File: config.mk
export PLATFORM = sky130hd
export DESIGN_NAME = led_fader
export DESIGN_NICKNAME = d
export VERILOG_FILES = /design/src/rtl/led_pkg.sv /design/src/rtl/led_pwm_channel.sv /design/src/rtl/led_fader.sv
export SDC_FILE = /design/constraint.sdc
export NUM_CORES = 1
export LEC_CHECK = 0
export ABC_AREA = 1
export CAP_MARGIN = 20
export CORE_UTILIZATION = 50
export DETAILED_ROUTE_END_ITERATION = 16
export GPL_TIMING_DRIVEN = 0
export PLACE_DENSITY = 0.7
export SLEW_MARGIN = 10
export SYNTH_ARGS = -nofsm -noshare
export SYNTH_HDL_FRONTEND = slang
export SYNTH_SLANG_ARGS = --single-unit
File: constraint.sdc
create_clock -name clk -period 5 [get_ports clk]
set_input_delay 1.5 -clock clk [delete_from_list [all_inputs] [get_ports clk]]
set_output_delay 1.5 -clock clk [all_outputs]
set_load 0.02 [all_outputs]
File: src/rtl/led_pkg.sv
// Shared definitions for the LED fader: FSM encoding and default timing.
package led_pkg;

    typedef enum logic {
        IDLE   = 1'b0,
        FADING = 1'b1
    } fader_state_t;

    localparam int NUM_LEDS         = 6;
    localparam int DEFAULT_PWM_BITS = 8;
    localparam int DEFAULT_STEP_DIV = 52734;

endpackage

File: src/rtl/led_pwm_channel.sv
// One LED channel: brightness level that walks toward its target one step at
// a time, compared against the shared PWM counter and registered to the pin.
module led_pwm_channel
    import led_pkg::*;
#(
    parameter int PWM_BITS   = DEFAULT_PWM_BITS,
    parameter bit ACTIVE_LOW = 1'b1
) (
    input  logic                clk,
    input  logic                rst,
    input  logic                step,
    input  logic [PWM_BITS-1:0] target,
    input  logic [PWM_BITS-1:0] pwm_cnt,
    output logic [PWM_BITS-1:0] level,
    output logic                settled_next,
    output logic                led
);

    logic [PWM_BITS-1:0] level_next;

    // Moving only while strictly below/above the target keeps the level
    // inside 0..max without any explicit saturation.
    always_comb begin
        level_next = level;
        if (step) begin
            if (level < target) begin
                level_next = level + PWM_BITS'(1);
            end else if (level > target) begin
                level_next = level - PWM_BITS'(1);
            end
        end
        settled_next = (level_next == target);
    end

    always_ff @(posedge clk) begin
        if (rst) begin
            level <= '0;
            led   <= ACTIVE_LOW;
        end else begin
            level <= level_next;
            led   <= (level > pwm_cnt) ^ ACTIVE_LOW;
        end
    end

endmodule

File: src/rtl/led_fader.sv
// LED fader top: accepts an on/off pattern and fades six PWM-driven LEDs
// toward it, one brightness step every STEP_DIV clocks.
module led_fader
    import led_pkg::*;
#(
    parameter int PWM_BITS   = DEFAULT_PWM_BITS,
    parameter int STEP_DIV   = DEFAULT_STEP_DIV,
    parameter bit ACTIVE_LOW = 1'b1
) (
    input  logic                         clk,
    input  logic                         rst,
    input  logic [NUM_LEDS-1:0]          value_in,
    input  logic                         value_valid,
    output logic                         value_ready,
    output logic                         busy,
    output logic [NUM_LEDS-1:0]          led,
    output fader_state_t                 state_dbg,
    output logic [NUM_LEDS*PWM_BITS-1:0] level_dbg
);

    localparam int                DIV_W    = (STEP_DIV > 1) ? $clog2(STEP_DIV) : 1;
    localparam logic [DIV_W-1:0]  DIV_LAST = DIV_W'(STEP_DIV - 1);

    fader_state_t          state;
    fader_state_t          state_next;
    logic [DIV_W-1:0]      div_cnt;
    logic [PWM_BITS-1:0]   pwm_cnt;
    logic [NUM_LEDS-1:0]   target_bits;
    logic [NUM_LEDS-1:0]   settled_next;
    logic [PWM_BITS-1:0]   level [NUM_LEDS];
    logic                  accept;
    logic                  step_tick;
    logic                  new_differs;

    // Handshake: value_in is taken on an edge where value_valid && value_ready;
    // value_ready is high only in IDLE, and an unaccepted offer is simply lost.
    assign value_ready = (state == IDLE);
    assign busy        = (state == FADING);
    assign accept      = value_valid && value_ready;
    assign step_tick   = (state == FADING) && (div_cnt == DIV_LAST);
    assign state_dbg   = state;

    always_comb begin
        new_differs = 1'b0;
        for (int i = 0; i < NUM_LEDS; i++) begin
            if (level[i] != {PWM_BITS{value_in[i]}}) begin
                new_differs = 1'b1;
            end
        end
    end

    always_comb begin
        state_next = state;
        case (state)
            IDLE: begin
                if (accept && new_differs) begin
                    state_next = FADING;
                end
            end
            FADING: begin
                if (step_tick && (&settled_next)) begin
                    state_next = IDLE;
                end
            end
            default: state_next = IDLE;
        endcase
    end

    always_ff @(posedge clk) begin
        if (rst) begin
            state <= IDLE;
        end else begin
            state <= state_next;
        end
    end

    // The divider only runs while fading; being parked at 0 in IDLE is what
    // makes the first step land exactly STEP_DIV clocks after acceptance.
    always_ff @(posedge clk) begin
        if (rst || (state != FADING) || step_tick) begin
            div_cnt <= '0;
        end else begin
            div_cnt <= div_cnt + DIV_W'(1);
        end
    end

    always_ff @(posedge clk) begin
        if (rst) begin
            pwm_cnt     <= '0;
            target_bits <= '0;
        end else begin
            pwm_cnt <= pwm_cnt + PWM_BITS'(1);
            if (accept) begin
                target_bits <= value_in;
            end
        end
    end

    for (genvar g = 0; g < NUM_LEDS; g++) begin : g_chan
        led_pwm_channel #(
            .PWM_BITS   (PWM_BITS),
            .ACTIVE_LOW (ACTIVE_LOW)
        ) u_chan (
            .clk          (clk),
            .rst          (rst),
            .step         (step_tick),
            .target       ({PWM_BITS{target_bits[g]}}),
            .pwm_cnt      (pwm_cnt),
            .level        (level[g]),
            .settled_next (settled_next[g]),
            .led          (led[g])
        );
        assign level_dbg[g*PWM_BITS +: PWM_BITS] = level[g];
    end

endmodule

* Word-level counts from Yosys, hierarchy flattened
Index checks and enable logic that the tools add are counted.
** Storage, ports and cells
- Flip-flop bits (word level) :: 85
- Logic and storage cells :: 102
** Cells by class
- Add/subtract/negate cells :: 14
- Order comparisons :: 18
- Equal/unequal tests :: 13
- Multiplexer cells :: 27
- Bitwise logic cells :: 7
- Reduce and logical (&&, ||, !) cells :: 7
** Operator list (number)
- 8-bit 2-to-1 mux :: 18
- 8-bit greater-than comparator :: 12
- 8-bit by 1-bit adder with 8-bit output, second input constant :: 7
- 8-bit equality test :: 6
- 8-bit less-than comparator :: 6
- 8-bit inequality test :: 6
- 8-bit by 1-bit subtractor with 8-bit output, second input constant :: 6
- 16-bit by 1-bit adder with 16-bit output, second input constant :: 1
- 16-bit equality test, second input constant :: 1
- 1-bit 2-to-1 mux :: 8
- 1-bit inverter :: 7
- 6-bit AND reduction :: 1
- 1-bit logical AND :: 4
- 1-bit logical OR :: 2
- 1-bit one-hot mux with 2 select lines :: 1

* Longest topological paths before layout
Gate-level depths: netlist of the first run.
- Depth after elaboration :: 10
- Depth in mapped cells :: 24
- Gate-level depth less buffers :: 24

* Modules after synthesis
A second synthesis of the first run with hierarchy kept.
** Unflattened totals
- Cells, all modules :: 1464
- Area, all modules :: 8997.4 µm²
** Modules (own cells, without submodules)
- led_pwm_channel at g_chan[0].u_chan ... :: instances 5, cells each 201, area each 1209.9 µm², sequential area each 180.2 µm²
- led_fader :: instances 1, cells each 263, area each 1725.4 µm², sequential area each 620.6 µm²
- led_pwm_channel at g_chan[1].u_chan :: instances 1, cells each 196, area each 1222.4 µm², sequential area each 180.2 µm²

* Worst setup path after synthesis of the first run
OpenSTA, ideal clock, no wires.
- Path type :: register to register
- Start point :: register g_chan[1].u_chan.level[5]
- End point :: register state (netlist: busy)
- Library setup time :: 0.132 ns
- Arrival time :: 2.323 ns
- Required time :: 4.868 ns
- Path slack :: 2.544 ns
- Cell stages (with the launch flop) :: 18
- Cell sequence :: dfxtp_1 > ha_1 > a21oi_1 > nor2_1 > nor2_2 > nand2_1 > nand2_1 > nand2_1 > o21ai_1 > nand2_1 > nor2_1 > nand3b_1 > nand2_1 > nand2_1 > nor2_1 > nand2_1 > nand2_1 > a21oi_1
** Between the ends
- Word-level cells in the longest chain between the ends :: 9
- Elaborated cells on any way between the ends :: 20
** RTL lines
- start: declaration :: RTL line led_pwm_channel.sv:14 : output logic [PWM_BITS-1:0] level,
- start signal: assignment :: RTL line led_pwm_channel.sv:40 : level <= level_next;
- 8-bit by 1-bit subtractor with 8-bit output (tied with other cells) :: RTL line led_pwm_channel.sv:29 : level_next = level - PWM_BITS'(1);
- 8-bit 2-to-1 mux / 1-bit 2-to-1 mux (equally long branches) :: RTL line led_pwm_channel.sv:28, led_fader.sv:46
- 8-bit 2-to-1 mux / 1-bit 2-to-1 mux (equally long branches) :: RTL line led_pwm_channel.sv:26, led_fader.sv:46
- 8-bit 2-to-1 mux / 1-bit 2-to-1 mux (equally long branches) :: RTL line led_pwm_channel.sv:25, led_fader.sv:46
- 8-bit equality test / 1-bit 2-to-1 mux (equally long branches) :: RTL line led_pwm_channel.sv:32, led_fader.sv:46
- 6-bit AND reduction / 1-bit 2-to-1 mux (equally long branches) :: RTL line led_fader.sv:61, led_fader.sv:46
- 1-bit logical AND, on equally long branches :: RTL line led_fader.sv:61, led_fader.sv:56
- 1-bit 2-to-1 mux, on equally long branches :: RTL line led_fader.sv:61, led_fader.sv:56
- 1-bit one-hot mux with 2 select lines * :: RTL line led_fader.sv:54 : case (state)
- end signal: assignment :: RTL line led_fader.sv:73 : state <= state_next;
- end: declaration :: RTL line led_fader.sv:24 : fader_state_t state;
Every way passes the cells marked *; elsewhere a longest branch is shown, timed or not.
A chain may end at the register's enable or synchronous reset.

* Final worst setup path of the first run
- Start point :: register g_chan[3].u_chan.level[6]
- End point :: output port level_dbg[30]
** RTL lines
- start: declaration :: RTL line led_pwm_channel.sv:14
- start signal: assignment :: RTL line led_pwm_channel.sv:40
- end: declaration :: RTL line led_fader.sv:18 : output logic [NUM_LEDS*PWM_BITS-1:0] level_dbg
No word-level cell between the ends.

==> results of run 1 <==
-- power by group through the flow --
stage	clock (mW)	combinational [mW]	sequential (mW)
2_1_floorplan	0	0.230	0.712
3_3_place_gp	0	0.308	0.715
3_5_place_dp	0	0.312	0.715
4_1_cts	0.754	0.314	0.699
5_1_grt	0.785	0.360	0.701
6_report	0.742	0.315	0.699
-- cells in the mapped netlist (2+ instances only) --
library cell    n  area [um2]
inv_1         143         537
xor2_1          4        35.0
inv_2           3        11.3
nor3b_1         2        15.0
nand2_1       358        1340
o21ai_0        21         105
buf_2           8        40.0
nand3b_1       11        82.6
or2_2           3        18.8
a31oi_1         4        25.0
o211ai_1        5        37.5
clkbuf_1        9        33.8
nand4_1        52         325
nor2_2          5        31.3
xnor2_1         2        17.5
a21o_1          6        45.0
buf_4           8        60.1
nor2_1        144         541
dfxtp_1        85        1700
nor3_1         33         165
o21ai_1         5        25.0
o21a_1          2        15.0
nand3_1       130         651
nor4_1          6        37.5
ha_1          111        1390
a21oi_1        69         345
-- tightest hold or removal path, delay by kind of cell (launching register included) --
family / cells / cell delay, ns
flip-flops: 1 / 0.32
AND/OR/NAND/NOR: 1 / 0.06
AO/OA/AOI/OAI: 1 / 0.05
-- final timing paths --
| kind | from | endpoint | cells after the start |
|---|---|---|---|
| setup / recovery | g_chan[3].u_chan.level[6] | level_dbg[30] | 1 |
| hold / removal | div_cnt[3] | div_cnt[3] | 2 |
| setup reg to reg | target_bits[5] | busy | 18 |
| hold reg to reg | div_cnt[3] | div_cnt[3] | 2 |
-- flip-flops by register name, summed over array words and instances (netlist names) --
name                 cells
div_cnt                 16
pwm_cnt                  8
target_bits              6
busy                     1
g_chan.u_chan.level     48
g_chan.u_chan.led        6
-- cell type report --
cell class / instances / area [um2]
repair buffers: 65 / 651
plain buffers: 25 / 134
fillers: 1529 / 6220
multi-input cells: 983 / 5330
clock buffers: 10 / 239
inverters: 146 / 548
clock inverters: 6 / 86.3
flip-flops and latches: 85 / 1700
well taps: 188 / 235
-- per-stage QoR --
| stage | instances | hold WS (ns) | setup WS (ns) | cell area [um2] | utilization (%) |
|---|---|---|---|---|---|
| 6_report | 1508 | 0.479 | 1.89 | 8930 | 58.9 |
| 5_1_grt | 1508 | 0.503 | 1.74 | 8930 | 58.9 |
| 4_1_cts | 1508 | 0.482 | 1.88 | 8930 | 58.9 |
| 3_5_place_dp | 1492 | 0.472 | 1.62 | 8600 | 56.8 |
| 3_3_place_gp | 1492 | 0.467 | 1.63 | 8600 | 56.8 |
| 2_1_floorplan | 1239 | 0.444 | 2.54 | 7720 | - |
-- logic make-up (layout without fill, tap and decap cells) --
group                      count (synthesis)  in the layout  synth area share, %
and+or+nand+nor                          747            747                 41.9
buffers and inverters                    171            252                 8.84
AOI/OAI and AO/OA                        119            119                 8.51
adders and majority gates                111            111                 18.0
xor gates and xnor gates                   6              6                0.681
DFF                                       85             85                 22.1
-- per-layer routing --
| layer | track usage, % | vias to the layer above | wire length, um |
|---|---|---|---|
| met5 | 0 | - | 0 |
| met4 | 12.3 | 0 | 779 |
| met3 | 5.61 | 56 | 1680 |
| met2 | 47.2 | 283 | 9770 |
| met1 | 37.0 | 3657 | 10000 |
| li1 | - | 4267 | - |
==> results by group, run 1 <==
Timing
  – Relative slew slack: 54.4%
  – Setup_tns: 0 ns
  – Final Max Tran Viols: 0
  – Final hold violations: 0
  – Minimum clock period: 3.11 ns
  – RSZ-0062 raised after global routing: false
  – Endpoints failing setup: 0
  – Worst-Margin Slew: 0.684 ns
  – Final Cycle Share: 62.3%
  – Peak Freq: 321 MHz
  – Clock skew: 0.0106 ns

Clock network
  – CTS buffer count: 9
  – Clk Latency, worst-skew pair: 0.35 ns
  – Clk buf depth: 2
  – H-tree depth: 3
  – Post-CTS Setup Repair Bufs: 0
  – CTS clk-pin slew, worst paths: 0.07 ns
  – CTS hold repair buffers: 0
  – Cts repair resizes: 0
  – Clock Root Buffer: clkbuf_16
  – CTS Sinks: 85
  – TritonCTS clock tree: built

Power and ir drop
  – Clk pwr share: 42.2%
  – Gate power share: 18.0%
  – Pint: 1.25 mW
  – Pwr Density: 197 mW/mm2
  – Sequential power share: 39.8%
  – P_sw: 0.507 mW
  – Peak VDD IR: 0.145 mV
  – Leakage: 4.46 nW
  – Net Sw Frac: 28.9%
  – Tot Pwr: 1.76 mW

Synthesis
  – Sequential area share after synthesis: 22.1%
  – Asr flop ratio synth: 0%
  – Netlist cell types: 36
  – Synth Area per Inst: 6.23 um2
  – Post-Syn Instances: 1,239
  – Top_reg_cell synth: dfxtp_1
  – Syn nets: 1,359
  – Synth Register Bits: 85
  – Ys Warns: 0
  – Post-synth EDFFs: 0
  – Post-Syn Area: 0.00772 mm2

Setup path
  – Buf/Inv on CP: 1
  – Critical Path Max Stage Delay: 0.68 ns
  – CP Class: flip-flop to primary output
  – CP delay by family, top: buffers and inverters
  – Crit-path cells: clkdlybuf4s50_1
  – CP max stage cell: clkdlybuf4s50_1
  – Reg2reg setup slack: 2.01 ns
  – Critical path peak fanout: 8
  – Setup crit start kind: flip-flop
  – Critical path required time: 3.50 ns
  – Arr. time, crit path: 1.61 ns
  – Critical Path Sink Type: primary output

Route
  – DRC: 0
  – Routed WL: 22,300 um
  – Wirelength per Cell: 14.8 um
  – Vias per cell: 5.48
  – DR iter-0 viols: 562
  – Vias: 8,263
  – Antenna Nets Post-Route: 0
  – TritonRoute pass-1 iters: 6

Final layout
  – Share of layout cells above drive strength 1: 3.33%
  – Most frequent cells in the layout: nand2_1, nor2_1, inv_1, nand3_1, ha_1
  – Antenna Cells: 0
  – Nets@finish: 1,435
  – Area grow syn2layout: 15.7%
  – Commonest non-fill, non-tap cell in the layout: nand2_1

Global route
  – Largest net degree at the start of global routing: 15
  – Grt ovf: 0
  – Initial antenna violation count: 0
  – Vias in the first global route: 7,513
  – All-layer global routing usage: 28.8%
  – First-pass GRT wire length: 36,600 um

Floorplanning
  – Chip width: 126 um
  – Die Height: 126 um
  – Core area: 0.0151 mm2
  – Die area: 0.0159 mm2
  – Starting Density: 50.9%
  – FP Rows: 45
  – Ports: 66

Status
  – Outcome: finished, final reports clean

Flow run
  – Max-Cap Viols: 0

Placed design
  – Port Buffers: 65
  – GPL Wtd Cong: 0.937
  – HPWL Detailed: 16,500 um

Hold path
  – Hold Crit Class: flip-flop to flip-flop
No activity file was read; power rests on OpenSTA's default activity.
==> run 2, diff against run 1 <==
PLACE_DENSITY = 0.73   (was 0.7)
clock period = 2.6 ns   (was 5 ns; I/O delays follow)
==> results by group, run 2 (synthesis gave the netlist of run 1 again) <==
Status
  – Outcome: finished, final reports clean (unchanged)

Floorplanning
  – Starting Density: 50.9% (unchanged)
  – Ports: 66 (unchanged)
  – Die area: 0.0159 mm2 (unchanged)
  – FP Rows: 45 (unchanged)
  – Core area: 0.0151 mm2 (unchanged)
  – Die Height: 126 um (unchanged)
  – Chip width: 126 um (unchanged)

Timing
  – Final Max Tran Viols: 0 (unchanged)
  – Minimum clock period: 2.49 ns
  – Relative slew slack: 53.5% (was 54.4%)
  – Final Cycle Share: 95.8%
  – Peak Freq: 401 MHz
  – Final hold violations: 0 (unchanged)
  – Endpoints failing setup: 0 (unchanged)
  – RSZ-0062 raised after global routing: true (was false)
  – PnR worst setup slack: 0.108 ns (was 1.89 ns)
  – Clock skew: 0.00999 ns (was 0.0106 ns)
  – Worst-Margin Slew: 0.697 ns (was 0.684 ns)
  – Fin Hold WS: 0.450 ns (was 0.479 ns)

Setup path
  – Buf/Inv on CP: 2 (was 1)
  – Critical path peak fanout: 9 (was 8)
  – Setup crit start kind: flip-flop (unchanged)
  – Crit-path cells: inv_6, ha_1, nand2_2, nor2_1, nor2_4, nand2_4, buf_4, nand2_1, nand3_1, nand2_1, nand4_1, nor2_1, nand2_1, nand2_2, nand2_1, nor2_1, nand2_1, nand2_1, a21oi_1 (was clkdlybuf4s50_1)
  – Arr. time, crit path: 2.70 ns (was 1.61 ns)
  – CP max stage cell: dfxtp_4 (was clkdlybuf4s50_1)
  – Critical path's most frequent cell: nand2_1
  – CP Class: flip-flop to flip-flop (was flip-flop to primary output)
  – Critical path required time: 2.80 ns (was 3.50 ns)
  – Critical Path Max Stage Delay: 0.38 ns (was 0.68 ns)
  – CP delay by family, top: simple AND/OR/NAND/NOR gates (was buffers and inverters)
  – Critical Path Sink Type: flip-flop (was primary output)

Final layout
  – Biggest register: g_chan.u_chan.level (unchanged)
  – Area grow syn2layout: 29.3% (was 15.7%)
  – Top Registers: g_chan.u_chan.level (48), div_cnt (16), pwm_cnt (8) (unchanged)
  – Most frequent cells in the layout: nand2_1, inv_1, nor2_1, nand3_1, ha_1 (was nand2_1, nor2_1, inv_1, nand3_1, ha_1)
  – Nets@finish: 1,472 (was 1,435)
  – Share of layout cells above drive strength 1: 17.4% (was 3.33%)
  – Max reg flops: 48 (unchanged)
  – Commonest non-fill, non-tap cell in the layout: nand2_1 (unchanged)
  – Antenna Cells: 0 (unchanged)
  – Final core utilization: 65.9% (was 58.9%)
  – Fillers: 1,348 (was 1,529)

Route
  – Vias per cell: 5.58 (was 5.48)
  – DRC: 0 (unchanged)
  – Routed WL: 23,700 um (was 22,300 um)
  – Vias: 8,620 (was 8,263)
  – DR iter-0 viols: 635 (was 562)
  – Antenna Nets Post-Route: 0 (unchanged)
  – TritonRoute pass-1 iters: 6 (unchanged)
  – Wirelength per Cell: 15.4 um (was 14.8 um)

Hold path
  – Hold Crit Class: flip-flop to flip-flop (unchanged)

Global route
  – First-pass GRT wire length: 35,800 um (was 36,600 um)
  – Met3 GRT Util: 4.50% (was 5.61%)
  – Largest net degree at the start of global routing: 16 (was 15)
  – Met2 Use GR: 45.4% (was 47.2%)
  – Vias in the first global route: 7,415 (was 7,513)
  – Met1 usage: 37.1% (was 37.0%)
  – All-layer global routing usage: 28.3% (was 28.8%)
  – Initial antenna violation count: 0 (unchanged)
  – Grt ovf: 0 (unchanged)
  – GR peak layer: met2 (unchanged)

Clock network
  – CTS buffer count: 9 (unchanged)
  – CTS hold repair buffers: 0 (unchanged)
  – H-tree depth: 3 (unchanged)
  – TritonCTS clock tree: built (unchanged)
  – Clock Root Buffer: clkbuf_16 (unchanged)
  – Clk Latency, worst-skew pair: 0.36 ns (was 0.35 ns)
  – CTS clk-pin slew, worst paths: 0.07 ns (about the same)
  – Clk buf depth: 2 (unchanged)
  – CTS Sinks: 85 (unchanged)

Placed design
  – Worst slack at placement: -0.361 ns (was 1.62 ns)
  – HPWL Detailed: 16,300 um (was 16,500 um)
  – Port Buffers: 65 (unchanged)
  – GPL Wtd Cong: 0.912 (was 0.937)

Flow run
  – Max-Cap Viols: 0 (unchanged)

Power and ir drop
  – Leakage: 4.79 nW (was 4.46 nW)
  – Pwr Density: 347 mW/mm2 (was 197 mW/mm2)
  – Peak VDD IR: 0.250 mV (was 0.145 mV)
run 2: cell count changes in the layout (fill, tap and decap cells not counted), sizes merged:
cell,previous run,this run
buf,16,47
nand2,358,361
clkbuf,19,21
clkinvlp,1,3
bufinv,2,1
run 2: area by class of cell:
type | instances | area (um2) | share of cell area [%]
Clock buffer | 9 | 225 | 2.26
Sequential cell | 85 | 1800 | 18.0
Clock inverter | 7 | 75.1 | 0.752
Multi-Input combinational cell | 986 | 5870 | 58.8
Tap cell | 188 | 235 | 2.36
Inverter | 146 | 588 | 5.89
Buffer | 25 | 209 | 2.09
Timing Repair Buffer | 99 | 980 | 9.82
run 2: what timing repair did:
| action | 4_1_cts | 5_1_grt |
|---|---|---|
| pin swaps | 2 | 42 |
| cloned | 0 | 7 |
| gates resized for setup | 53 | 182 |
| setup endpoints to repair | 1 | 1 |
| setup buffers | 3 | 27 |
run 2: layer usage:
layer,vias up,part of all wire (%)
li1,4364,-
met1,3859,43
met2,337,46
met3,60,7.7
met4,0,3.4
met5,-,0
run 2: final timing paths:
check / from / endpoint / slack (ns) / cells after the start
worst max-delay path: target_bits[1] / busy / 0.11 / 19
worst min-delay path: div_cnt[0] / div_cnt[0] / 0.45 / 1
worst max register to register: target_bits[1] / busy / 0.11 / 19
worst min register to register: div_cnt[0] / div_cnt[0] / 0.45 / 1
run 2: through the flow:
step	total power [mW]	setup TNS (ns)	instances	area (um2)
floorplan	1.81	0	1239	7720
global placement	1.97	-0.497	1492	8600
detailed placement	1.97	-0.423	1492	8600
CTS	3.31	0	1511	9040
global route	3.63	-0.0955	1545	9980
finish	3.46	0	1545	9980
run 2: power by group:
part | switching [mW] | internal, mW
registers | 0.0273 | 1.32
logic | 0.489 | 0.299
clock network | 0.580 | 0.748
total | 1.10 | 2.37
